===== config.mk =====
export PLATFORM = sky130hd
export DESIGN_NAME = serial_adder
export DESIGN_NICKNAME = d
export VERILOG_FILES = /design/src/rtl/serial_adder.sv
export SDC_FILE = /design/constraint.sdc
export NUM_CORES = 1
export LEC_CHECK = 0
export CORE_MARGIN = 2
export CORE_UTILIZATION = 35
export DETAILED_ROUTE_END_ITERATION = 12
export GPL_ROUTABILITY_DRIVEN = 0
export SYNTH_ARGS = -nofsm -noshare
export SYNTH_HDL_FRONTEND = slang
export SYNTH_SLANG_ARGS = --single-unit

===== constraint.sdc =====
create_clock -name clk -period 1.65 [get_ports clk]
set_input_delay 0.33 -clock clk [delete_from_list [all_inputs] [get_ports clk]]
set_output_delay 0.33 -clock clk [all_outputs]
set_load 0.005 [all_outputs]

===== src/rtl/serial_adder.sv =====
// -----------------------------------------------------------------------------
// serial_adder
//
// Bit-serial ripple adder. Two WIDTH-bit operands and a carry-in are taken
// through a valid/ready handshake. They are added LSB-first, one bit per clock,
// using a single full-adder cell and a carry flop. The WIDTH-bit sum and the
// carry-out are then offered through a second valid/ready handshake.
//
// Timing: if the input handshake happens at edge T, out_valid is high in the
// cycle after edge T+WIDTH. One operation completes at most every WIDTH+2
// cycles.
//
// Ports
//   clk        : single clock, all logic on the rising edge
//   reset      : synchronous, active-high; aborts any operation in progress
//   in_valid   : a, b and cin are valid
//   in_ready   : block can accept operands (high only in IDLE)
//   a, b       : WIDTH-bit operands
//   cin        : carry-in
//   out_valid  : sum and cout are valid (high only in DONE)
//   out_ready  : consumer accepts the result
//   sum        : a + b + cin modulo 2^WIDTH (registered)
//   cout       : carry out of the MSB (registered)
//   busy       : high while shifting or holding a result
// -----------------------------------------------------------------------------
module serial_adder #(
  parameter int WIDTH = 8  // legal range 2..32
) (
  input  logic             clk,
  input  logic             reset,
  input  logic             in_valid,
  output logic             in_ready,
  input  logic [WIDTH-1:0] a,
  input  logic [WIDTH-1:0] b,
  input  logic             cin,
  output logic             out_valid,
  input  logic             out_ready,
  output logic [WIDTH-1:0] sum,
  output logic             cout,
  output logic             busy
);

  localparam int CNT_W = $clog2(WIDTH);
  localparam logic [CNT_W-1:0] LAST_BIT = CNT_W'(WIDTH - 1);

  typedef enum logic [1:0] {
    S_IDLE,
    S_SHIFT,
    S_DONE
  } state_t;

  state_t state, state_nxt;

  logic [WIDTH-1:0] a_sr, b_sr, sum_sr;
  logic             carry;
  logic             cout_q;
  logic [CNT_W-1:0] cnt;

  // Single full-adder cell working on the current LSBs.
  logic bit_sum, bit_carry, last_bit;

  assign bit_sum   = a_sr[0] ^ b_sr[0] ^ carry;
  assign bit_carry = (a_sr[0] & b_sr[0]) | (carry & (a_sr[0] ^ b_sr[0]));
  assign last_bit  = (cnt == LAST_BIT);

  // ---------------------------------------------------------------------------
  // State register
  // ---------------------------------------------------------------------------
  // NOTE: sequential state is always written with non-blocking assignments so
  // every flop samples the pre-edge values of its neighbours.
  always_ff @(posedge clk) begin
    if (reset) state <= S_IDLE;
    else       state <= state_nxt;
  end

  // ---------------------------------------------------------------------------
  // Next-state and handshake outputs
  // ---------------------------------------------------------------------------
  // NOTE: every signal gets a default before the case so no path leaves one
  // unassigned, which would otherwise infer a latch.
  always_comb begin
    state_nxt = state;
    in_ready  = 1'b0;
    out_valid = 1'b0;
    busy      = 1'b0;
    unique case (state)
      S_IDLE: begin
        in_ready = 1'b1;
        if (in_valid) state_nxt = S_SHIFT;
      end
      S_SHIFT: begin
        busy = 1'b1;
        if (last_bit) state_nxt = S_DONE;
      end
      S_DONE: begin
        busy      = 1'b1;
        out_valid = 1'b1;
        // Return to IDLE only; a new operand is accepted no earlier than the
        // following edge.
        if (out_ready) state_nxt = S_IDLE;
      end
      default: state_nxt = S_IDLE;
    endcase
  end

  // ---------------------------------------------------------------------------
  // Datapath: operand shift registers, carry flop, sum register, bit counter
  // ---------------------------------------------------------------------------
  // NOTE: these are plain registers, not a memory array, so every one of them
  // can and does take the reset value; a partial sum can never leak out after
  // an aborted operation.
  always_ff @(posedge clk) begin
    if (reset) begin
      a_sr   <= '0;
      b_sr   <= '0;
      sum_sr <= '0;
      carry  <= 1'b0;
      cout_q <= 1'b0;
      cnt    <= '0;
    end else begin
      unique case (state)
        S_IDLE: begin
          if (in_valid) begin
            a_sr   <= a;
            b_sr   <= b;
            carry  <= cin;
            sum_sr <= '0;
            cout_q <= 1'b0;
            cnt    <= '0;
          end
        end
        S_SHIFT: begin
          a_sr   <= a_sr >> 1;
          b_sr   <= b_sr >> 1;
          // Sum bits enter at the MSB, so after WIDTH shifts bit 0 of the
          // result has reached position 0.
          sum_sr <= {bit_sum, sum_sr[WIDTH-1:1]};
          carry  <= bit_carry;
          cnt    <= cnt + 1'b1;
          if (last_bit) cout_q <= bit_carry;
        end
        default: ;  // DONE holds the result stable
      endcase
    end
  end

  assign sum  = sum_sr;
  assign cout = cout_q;

endmodule


==> impl_metrics.toml, run 1 <==
[drt]
drt_first_pass_iters = 4
wl_per_cell_um = 13.4
drcViolationCount = 0
drt_iter0_drc = 50
drtAntennaViolNets = 0
drt_wl_total_um = 3240
vias = 1210
viasPerCell = 5.00

[die]
die_x_um = 70.4
die_h_um = 70.4
io_pins = 33
fp.coreArea_mm2 = 0.00429
dieArea_mm2 = 0.00495
initial_core_util = 0.359
rows = 24

[worst_setup_path]
critPathArrivalTime_ns = 1.73
timing.rr.end = "state[1]$_SDFFE_PP0P_"
crit_type = "flip-flop to flip-flop"
crit_fanout = 4
crit_path_start_kind = "flip-flop"
startpoint = "state[0]$_SDFFE_PP0P_"
rrSetupSlack_ns = 0.12
reg2reg_depth = 7
required_ns = 1.85
r2r-start = "state[0]$_SDFFE_PP0P_"
cp-end-kind = "flip-flop"

[synth]
syn_nets = 176
synthSimpleGateAreaFrac = 0.160
synth_mux_area_frac = 0.123
async_flop_share = 0
postSynthAreaPerCell_um2 = 10.3
ys_types = 28
synth_ff_type = "dfxtp_1"
synth_cells = 149
syn_area_mm2 = 0.00154
synth_common_cells = "dfxtp_1, mux2i_1, a211oi_2, nor2_1"
yosysWarnings = 0
yosysMostFrequentCell = "dfxtp_1"
ys_seq_elements = 31
yosysSeqAreaShare = 0.403
synth_top_family_by_area = "compound AO/OA/AOI/OAI gates"
netlist.area_leader.share = 0.403
synthAdderAreaFrac = 0.0536
synth_area_leaders = "dfxtp_1, a211oi_2, mux2i_1"
synth_edf_count = 0
yosysTopAreaCell = "dfxtp_1"
synthXorXnorAreaFrac = 0
synth-compound-area-share = 0.197

[clocking]
cts_made_buffers = 5
clkTransAtPathRegs_ns = 0.06
clkSinkCount = 31
cts_max_level = 2
cts_tree = "yes"
cts_buffer_depth = 2
insertion_delay_ns = 0.27
cts_root_buf = "clkbuf_8"

[worst_hold_path]
hp-start = "b_sr[7]$_SDFFE_PP0P_"
holdPathStages = 2
hold_path.class = "flip-flop to flip-flop"
holdPathEnd = "b_sr[7]$_SDFFE_PP0P_"

[finish]
diodes = 0
drive_gt1_frac = 0.274
utilization = 0.480
area_growth_pct = 33.8
stdcell_count = 242
nNetsFinal = 216
fillers = 405

[timing]
fin_ws_ns = 0.119
finalCritPeriodShare = 0.928
setup_tns_ns = 0
final-max-slew-violation-count = 0
finalClockSkew_ns = 0.00531
finalHoldViolCount = 0
maxSlewHeadroom = 0.730
finalSetupViolCount = 0
grt_setup_unrepaired = "false"
finalHoldWorstSlack_ns = 0.465
period_minus_slack_ns = 1.53
max_freq_mhz = 653
worst_pin_slew_ns = 0.405

[power_and_ir_drop]
power_density_mw_per_mm2 = 1460
p_leak_nw = 0.760
vdd_drop_max_mv = 0.668

[grt]
grt_max_degree = 31
antenna_found_initial = 0
gr-usage-all-layers = 0.144
grt_pass1_wl_um = 5870
grt-ovfl-total = 0
grt_pass1_vias = 1342

[job]
cap_violations = 0

[placed_design]
dp_hpwl_um = 2290
io_buffers = 32
dp_cells = 230
post-place-ws_ns = -0.0546

[outcome]
outcome = "complete, no violations"
## per-layer routing
layer | share of wire | track usage
met3 | 0.047 | 0.0418
met5 | 0 | 0
met2 | 0.50 | 0.254
met4 | 0.0037 | 0.0299
met1 | 0.45 | 0.172
## kinds of logic after synthesis
group,count (synthesis)
fa+ha+maj,6
flops,31
buf+inv,18
mux,18
compound gates,31
simple gates,45
## power breakdown
part	internal, mW	switching, mW
registers	0.937	0.116
clock network	0.295	0.253
logic	0.699	0.713
total	1.93	1.08
## through the flow
step                area, um^2  power (mW)
CTS                       2030        2.98
global placement          1920        2.33
finish                    2060        3.01
detailed placement        1920        2.38
global route              2060        3.26
floorplan                 1540        2.07
## placed cells by master, fill, tap and decap left out, types with 2 or more instances in the layout
master and instances:
a21oi_1 3, dfxtp_2 2, ha_1 3, nand2b_1 5, nand2_1 3, nor2_1 14, clkdlybuf4s50_1 29, buf_4 12
nor2b_1 5, dlygate4sd2_1 2, clkbuf_1 2, nor2_2 10, clkbuf_8 5, mux2i_1 16, nand3b_1 4, a211oi_2 14
inv_2 2, a32oi_1 10, inv_1 4, dfxtp_1 29
## flip-flops by register name (all words and copies together) (netlist names)
name	cells
cout	1
a_sr	8
carry	1
sum	8
b_sr	8
cnt	3
state	2
## repair_timing
action                     4_1_cts  5_1_grt
hold buffers                     0        0
setup endpoints to repair        4       19
pin swaps                        0        1
setup buffers                    2        2
gates cloned                     0        0
resized for setup                7        5
## worst max-delay path: stages, from the launching register on
cell,delay [ns]
dfxtp_2,0.35
inv_2,0.06
ha_4,0.17
buf_4,0.13
buf_4,0.13
nor2b_1,0.14
nor3_2,0.26
mux2i_1,0.22
## area by class of cell
cell class                 instances  area [um^2]  area share
clock buffer                       7         76.3      0.0370
clock inverter                     1         5.00     0.00243
inverter                           6         22.5      0.0109
multi-input combinational        100          848       0.411
sequential                        31          623       0.302
tap                               52         65.1      0.0316
timing repair buffer              45          422       0.204
## how the worst max path moves through the flow
stage               depth (start not counted)                     to  slack [ns]
CTS                                         3               in_ready       -0.05
global placement                            4   b_sr[5]$_SDFFE_PP0P_        0.01
finish                                      7  state[1]$_SDFFE_PP0P_        0.12
detailed placement                          4   b_sr[5]$_SDFFE_PP0P_       -0.05
floorplan                                   6   b_sr[2]$_SDFFE_PP0P_        0.21
global route                                8   b_sr[7]$_SDFFE_PP0P_        0.02
Power figures use the tool's default switching activity.
==> run 2: changes to the inputs <==
Settings changed: CORE_UTILIZATION 35 to 50, PLACE_DENSITY set to 0.79.
==> impl_metrics.toml, run 2 (synthesis gave the netlist of run 1 again) <==
[worst_setup_path]
required_ns = 1.85
r2r-start = "state[0]$_SDFFE_PP0P_"
critPathArrivalTime_ns = 1.78
startpoint = "state[0]$_SDFFE_PP0P_"
cp-end-kind = "flip-flop"
crit_type = "flip-flop to flip-flop"
crit_fanout = 15
crit_path_start_kind = "flip-flop"

[grt]
gr-usage-all-layers = 0.194
antenna_found_initial = 0
grt_pass1_wl_um = 5130
grt-ovfl-total = 0
grt_pass1_vias = 1153
grt_max_degree = 31

[clocking]
cts_buffer_depth = 2
cts_root_buf = "clkbuf_4"
insertion_delay_ns = 0.34
clkTransAtPathRegs_ns = 0.11
cts_made_buffers = 5
cts_max_level = 2
cts_tree = "yes"
clkSinkCount = 31

[outcome]
outcome = "complete, no violations"

[die]
fp.coreArea_mm2 = 0.00300
die_x_um = 59.5
rows = 20
dieArea_mm2 = 0.00354
die_h_um = 59.5
initial_core_util = 0.513
io_pins = 33

[timing]
grt_setup_unrepaired = "false"
worst_pin_slew_ns = 0.438
maxSlewHeadroom = 0.708
period_minus_slack_ns = 1.57
finalHoldWorstSlack_ns = 0.463
finalSetupViolCount = 0
finalCritPeriodShare = 0.953
max_freq_mhz = 636
finalHoldViolCount = 0
final-max-slew-violation-count = 0
finalClockSkew_ns = 0.0134

[drt]
vias = 1202
drcViolationCount = 0
drt_iter0_drc = 34
drt_wl_total_um = 3240
viasPerCell = 5.44
drtAntennaViolNets = 0
drt_first_pass_iters = 4
wl_per_cell_um = 14.6

[job]
cap_violations = 0

[finish]
layout_common_cells = "dfxtp_1, clkdlybuf4s50_1, mux2i_1"
area_growth_pct = 30.8
utilization = 0.672
nNetsFinal = 214
finalInstanceArea_mm2 = 0.00202
stdcell_count = 221
drive_gt1_frac = 0.277
diodes = 0

[placed_design]
io_buffers = 32
placed_area_mm2 = 0.00188
dp_hpwl_um = 2090
dp_cells = 209

[worst_hold_path]
hold_path.class = "flip-flop to flip-flop"
hp-start = "b_sr[7]$_SDFFE_PP0P_"

[power_and_ir_drop]
p_total_mw = 3.04
power_density_mw_per_mm2 = 1510
p_leak_nw = 0.749
vdd_drop_max_mv = 0.975
-- run 2: routing by layer --
layer | wire (um) | vias up | global-route usage | share of wire
met5 | 0 | - | 0 | 0
met4 | 50 | 0 | 0.0635 | 0.015
met3 | 152 | 6 | 0.0721 | 0.047
met2 | 1510 | 30 | 0.312 | 0.47
met1 | 1520 | 563 | 0.238 | 0.47
li1 | - | 603 | - | -
-- run 2: worst paths after layout --
check / end / slack [ns] / cells after the start
min: b_sr[7]$_SDFFE_PP0P_ / 0.46 / 2
max: a_sr[5]$_SDFFE_PP0P_ / 0.08 / 6
min reg2reg: b_sr[7]$_SDFFE_PP0P_ / 0.46 / 2
max reg2reg: a_sr[5]$_SDFFE_PP0P_ / 0.08 / 6
-- run 2: area by class of cell --
class                           instances  area, um^2
Tap cell                               33        41.3
Sequential cell                        31         623
Fill cell                             251         986
Inverter                                6        22.5
Timing Repair Buffer                   42         395
Multi-Input combinational cell        101         848
Clock buffer                            6        51.3
Clock inverter                          2        35.0
-- run 2: through the flow --
step | TNS [ns] | worst slack, ns
after floorplan | 0 | 0.211
after global placement | -0.00232 | -0.00232
after detailed placement | -0.241 | -0.0471
after CTS | 0 | 0.0493
after global routing | 0 | 0.0149
final | 0 | 0.0771
-- run 2: what timing repair did --
item	4_1_cts	5_1_grt
hold endpoints to repair	0	0
cloned	0	1
resized for setup	9	2
buffers inserted	3	0
pin swaps	1	0
setup endpoints to repair	4	17
hold buffers	0	0
-- run 2: worst max-delay path, cell delays in order, from the launching register on --
cell and delay [ns]:
dfxtp_2 0.34, inv_2 0.08, ha_4 0.13, buf_4 0.16
mux2_2 0.53, nor2_2 0.15, a211oi_2 0.05
-- run 2: where the power goes --
part,internal [mW],total [mW],switching [mW]
Clock,0.358,0.627,0.269
Sequential,0.935,1.05,0.115
Combinational,0.638,1.36,0.721
==> RTL edit 1, RTL diff (flow settings as in run 1) <==
Reset style: asynchronous (`reset`), changed in 2 clocked blocks.
--- a/src/rtl/serial_adder.sv
+++ b/src/rtl/serial_adder.sv
@@ -69,5 +69,5 @@
   // NOTE: sequential state is always written with non-blocking assignments so
   // every flop samples the pre-edge values of its neighbours.
-  always_ff @(posedge clk) begin
+  always_ff @(posedge clk or posedge reset) begin
     if (reset) state <= S_IDLE;
     else       state <= state_nxt;
@@ -110,5 +110,5 @@
   // can and does take the reset value; a partial sum can never leak out after
   // an aborted operation.
-  always_ff @(posedge clk) begin
+  always_ff @(posedge clk or posedge reset) begin
     if (reset) begin
       a_sr   <= '0;
Function: differs if reset is asserted again (counterexample within 4 cycles, from zero or initial values and one cycle with reset high); with reset held inactive, the same outputs for 10 cycles.
==> RTL edit 1 against run 1 <==
  * Final area up 9.5%
  * Total power up 43%
  * Setup slack got worse by 0.061 ns
  * Sequential cell count stayed put
  * Area after synthesis up 8.0%
  * Sequential power rose by 28%
  * Cell count rose by 2.9%
  * Routed wire length rose by 5.9%
  * Critical path type is now flip-flop to primary output
==> RTL edit 1: results (changes against run 1) <==
| Metric | Value |
|---|---|
| Status | `completed (unchanged)` |
| Internal | `2700 uW (was 1930 uW)` |
| Final net count | `222 (was 216)` |
| Post-Route WL | `3430 um (was 3240 um)` |
| Critical-path top delay cell | `dfrtp_1 (was dfxtp_2)` |
| Synth Area in Compound Gates | `0.177 (was 0.197)` |
| DRT iter0 DRCs | `42 (was 50)` |
| Fillcell total | `417 (was 405)` |
| Largest net degree at the start of global routing | `36 (was 31)` |
| Critical Path Start | `state[1]$_DFFE_PP0P_ (was state[0]$_SDFFE_PP0P_)` |
| Post-synthesis sequential area ratio | `0.466 (was 0.403)` |
| Top delay family on crit path | `buffers and inverters (was simple AND/OR/NAND/NOR gates)` |
| Met1 WL | `1520 um (was 1450 um)` |
| Clock Skews | `0.00748 ns (was 0.00531 ns)` |
| Worst vdd ir | `0.648 mV (was 0.668 mV)` |
| Reg power frac | `0.311 (was 0.349)` |
| Finished Layout Cells | `249 (was 242)` |
| Count leader, synth | `dfrtp_1 (was dfxtp_1)` |
| FF-to-FF End | `a_sr[7]$_DFFE_PP0P_ (was state[1]$_SDFFE_PP0P_)` |
| Synth cell types | `21 (was 28)` |
| Area contributors post-synth | `dfrtp_1, mux2i_1, o21ai_2, o21ai_1, nand2_1 (was dfxtp_1, a211oi_2, mux2i_1, a32oi_1, ha_1)` |
| List of most frequent post-synthesis cells | `dfrtp_1, mux2i_1, nand2_1 (was dfxtp_1, mux2i_1, a211oi_2, nor2_1)` |
| Sequential logic power | `1340 uW (was 1050 uW)` |
| Crit-path max cell delay | `0.40 ns (was 0.35 ns)` |
| Post-CTS sizing | `9 (was 7)` |
| Post-synthesis mux area share | `0.158 (was 0.123)` |
| First-pass GRT wire length | `5580 um (was 5870 um)` |
| Met1 usage | `0.154 (was 0.172)` |
| Critical path arrival | `1.26 ns (was 1.73 ns)` |
| R2R setup slack | `0.09 ns (was 0.12 ns)` |
| Placed Area | `2070 um2 (was 1920 um2)` |
| Cell Count Post-Placement | `237 (was 230)` |
| DR vias/cell | `5.20 (was 5.00)` |
| Hold Path Class | `input port to async pin (was flip-flop to flip-flop)` |
| Clk. pwr | `593 uW (was 549 uW)` |
| Total track usage | `0.137 (was 0.144)` |
==> RTL edit 1: changes by cell type after synthesis, sizes merged, moves of 3 or more <==
cell    change
nor2       -24
a21oi       -3
nand2      +18
a32oi      -10
a211oi     -15
mux2i       +8
o21ai      +28
a22oi       +9
nand3b      -4
dfxtp      -31
dfrtp      +31
clkbuf      -3
==> RTL edit 1: worst max-delay path by stage <==
stage,slack (ns),cells past startpoint,to
floorplan,0.14,5,a_sr[0]$_DFFE_PP0P_
global placement,-0.18,4,state[1]$_DFFE_PP0P_
detailed placement,-0.25,4,state[1]$_DFFE_PP0P_
CTS,0.05,8,a_sr[6]$_DFFE_PP0P_
global route,0.002,3,out_valid
finish,0.06,3,out_valid
==> RTL edit 1: cell type report <==
class                      instances  area, um2  share of cell area
multi-input combinational        104        802               0.355
sequential                        31        776               0.344
timing repair buffer              45        494               0.219
clock buffer                       6       82.6              0.0366
tap                               54       67.6              0.0299
inverter                           8       30.0              0.0133
clock inverter                     1       5.00             0.00222
==> RTL edit 2, RTL diff (config.mk and constraints of run 1) <==
Made on the original files. The parameter `WIDTH` goes from 8 to 4.
--- a/src/rtl/serial_adder.sv
+++ b/src/rtl/serial_adder.sv
@@ -25,5 +25,5 @@
 // -----------------------------------------------------------------------------
 module serial_adder #(
-  parameter int WIDTH = 8  // legal range 2..32
+  parameter int WIDTH = 4  // legal range 2..32
 ) (
   input  logic             clk,
Ports: changed (resized a, b and sum); port bits go from 33 to 21. The function was not compared with the original's and may differ.
==> RTL edit 2 against run 1 <==
  * Final area down 35%
  * Clock power down 48%
  * Routed wire length shrank 28%
  * Sequential cell count decreased by 13
  * Area after synthesis shrank 39%
  * Non-clock buffer count fell by 14
  * Total power is 35% lower
  * Setup slack worse by 0.083 ns
  * Critical path type unchanged
  * Largest cell class unchanged
  * Largest power group unchanged
  * Highest routed layer unchanged
==> RTL edit 2: results (changes against run 1) <==
| Metric | Value |
|---|---|
| Top delay family on crit path | `buffers and inverters (was simple AND/OR/NAND/NOR gates)` |
| Fillcell total | `251 (was 405)` |
| Status | `completed (unchanged)` |
| Min-delay src | `sum[0]$_SDFFE_PP0P_ (was b_sr[7]$_SDFFE_PP0P_)` |
| Clk root buf | `clkbuf_4 (was clkbuf_8)` |
| CP Max Fanout | `8 (was 4)` |
| Post-synthesis sequential area ratio | `0.380 (was 0.403)` |
| CTS H-Tree Depth | `1 (was 2)` |
| DP Worst Slack | `0.0547 ns (was -0.0546 ns)` |
| Hold Path End | `sum[0]$_SDFFE_PP0P_ (was b_sr[7]$_SDFFE_PP0P_)` |
| First-pass GRT wire length | `3530 um (was 5870 um)` |
| Area contributors post-synth | `dfxtp_1, mux2i_1, ha_1, a211oi_1, nor2_1 (was dfxtp_1, a211oi_2, mux2i_1, a32oi_1, ha_1)` |
| # port buffers | `20 (was 32)` |
| Worst vdd ir | `0.816 mV (was 0.668 mV)` |
| Critical Path Start | `state[1]$_SDFFE_PP0P_ (was state[0]$_SDFFE_PP0P_)` |
| Least-Margin Pin Slew | `0.362 ns (was 0.405 ns)` |
| Drt pass-1 iters | `3 (was 4)` |
| R2R setup slack | `0.04 ns (was 0.12 ns)` |
| Setup WS post-layout | `0.0360 ns (was 0.119 ns)` |
| List of most frequent post-synthesis cells | `dfxtp_1, nor2_1, mux2i_1 (was dfxtp_1, mux2i_1, a211oi_2, nor2_1)` |
| Synth Net Count | `118 (was 176)` |
| WL/cell | `14.5 um (was 13.4 um)` |
| DPL Wire Length | `1530 um (was 2290 um)` |
| Total track usage | `0.144 (about the same)` |
| Post-Syn Area | `947 um2 (was 1540 um2)` |
| Cell Count Post-Placement | `152 (was 230)` |
| Leakage Power | `0.000557 uW (was 0.000760 uW)` |
| Critical path arrival | `1.84 ns (was 1.73 ns)` |
| Post-Route WL | `2330 um (was 3240 um)` |
| Synth cell types | `27 (was 28)` |
[RTL edit 2: through the flow]
stage	area (um2)	utilization
2_1_floorplan	947	-
3_5_place_dp	1210	0.479
3_3_place_gp	1210	0.479
5_1_grt	1350	0.534
6_report	1350	0.534
4_1_cts	1270	0.505
[RTL edit 2: where the power goes]
part	internal, uW	total (uW)	switching [uW]
sequential	544	607	62.6
combinational	529	1060	531
clock	135	283	149
[RTL edit 2: worst min-delay path, delay by kind of cell (launching register included)]
family | cells | cell delay (ns)
flip-flops | 1 | 0.33
AND/OR/NAND/NOR | 1 | 0.06
AO/OA/AOI/OAI | 1 | 0.05
[RTL edit 2: layout make-up]
cell class	instances	area (um2)	share of cell area
clock buffer	4	36.3	0.0270
inverter	9	36.3	0.0270
multi-input combinational	69	594	0.441
sequential	18	363	0.270
tap	30	37.5	0.0279
timing repair buffer	31	279	0.207
[RTL edit 2: repair_timing]
| item | CTS | global route |
|---|---|---|
| setup endpoints to repair | 3 | 12 |
| resized for setup | 11 | 14 |
| pin swaps | 1 | 0 |
| setup buffers | 3 | 0 |
| gates cloned | 0 | 2 |
[RTL edit 2: cells by family (layout without fill, tap and decap cells)]
group | Yosys count | in the layout | share of synthesized area
AND/OR/NAND/NOR | 30 | 30 | 0.165
flip-flops | 18 | 18 | 0.380
AO/OA/AOI/OAI | 19 | 19 | 0.159
adder cells (fa/ha/maj) | 7 | 7 | 0.100
multiplexers | 11 | 13 | 0.122
buffers and inverters | 13 | 44 | 0.0740
[RTL edit 2: routing by layer]
metal	vias to the layer above	track usage	part of all wire
met5	-	0	0
met4	0	0.0612	0.011
met3	4	0.0349	0.031
met2	12	0.229	0.47
met1	389	0.184	0.49
li1	405	-	-
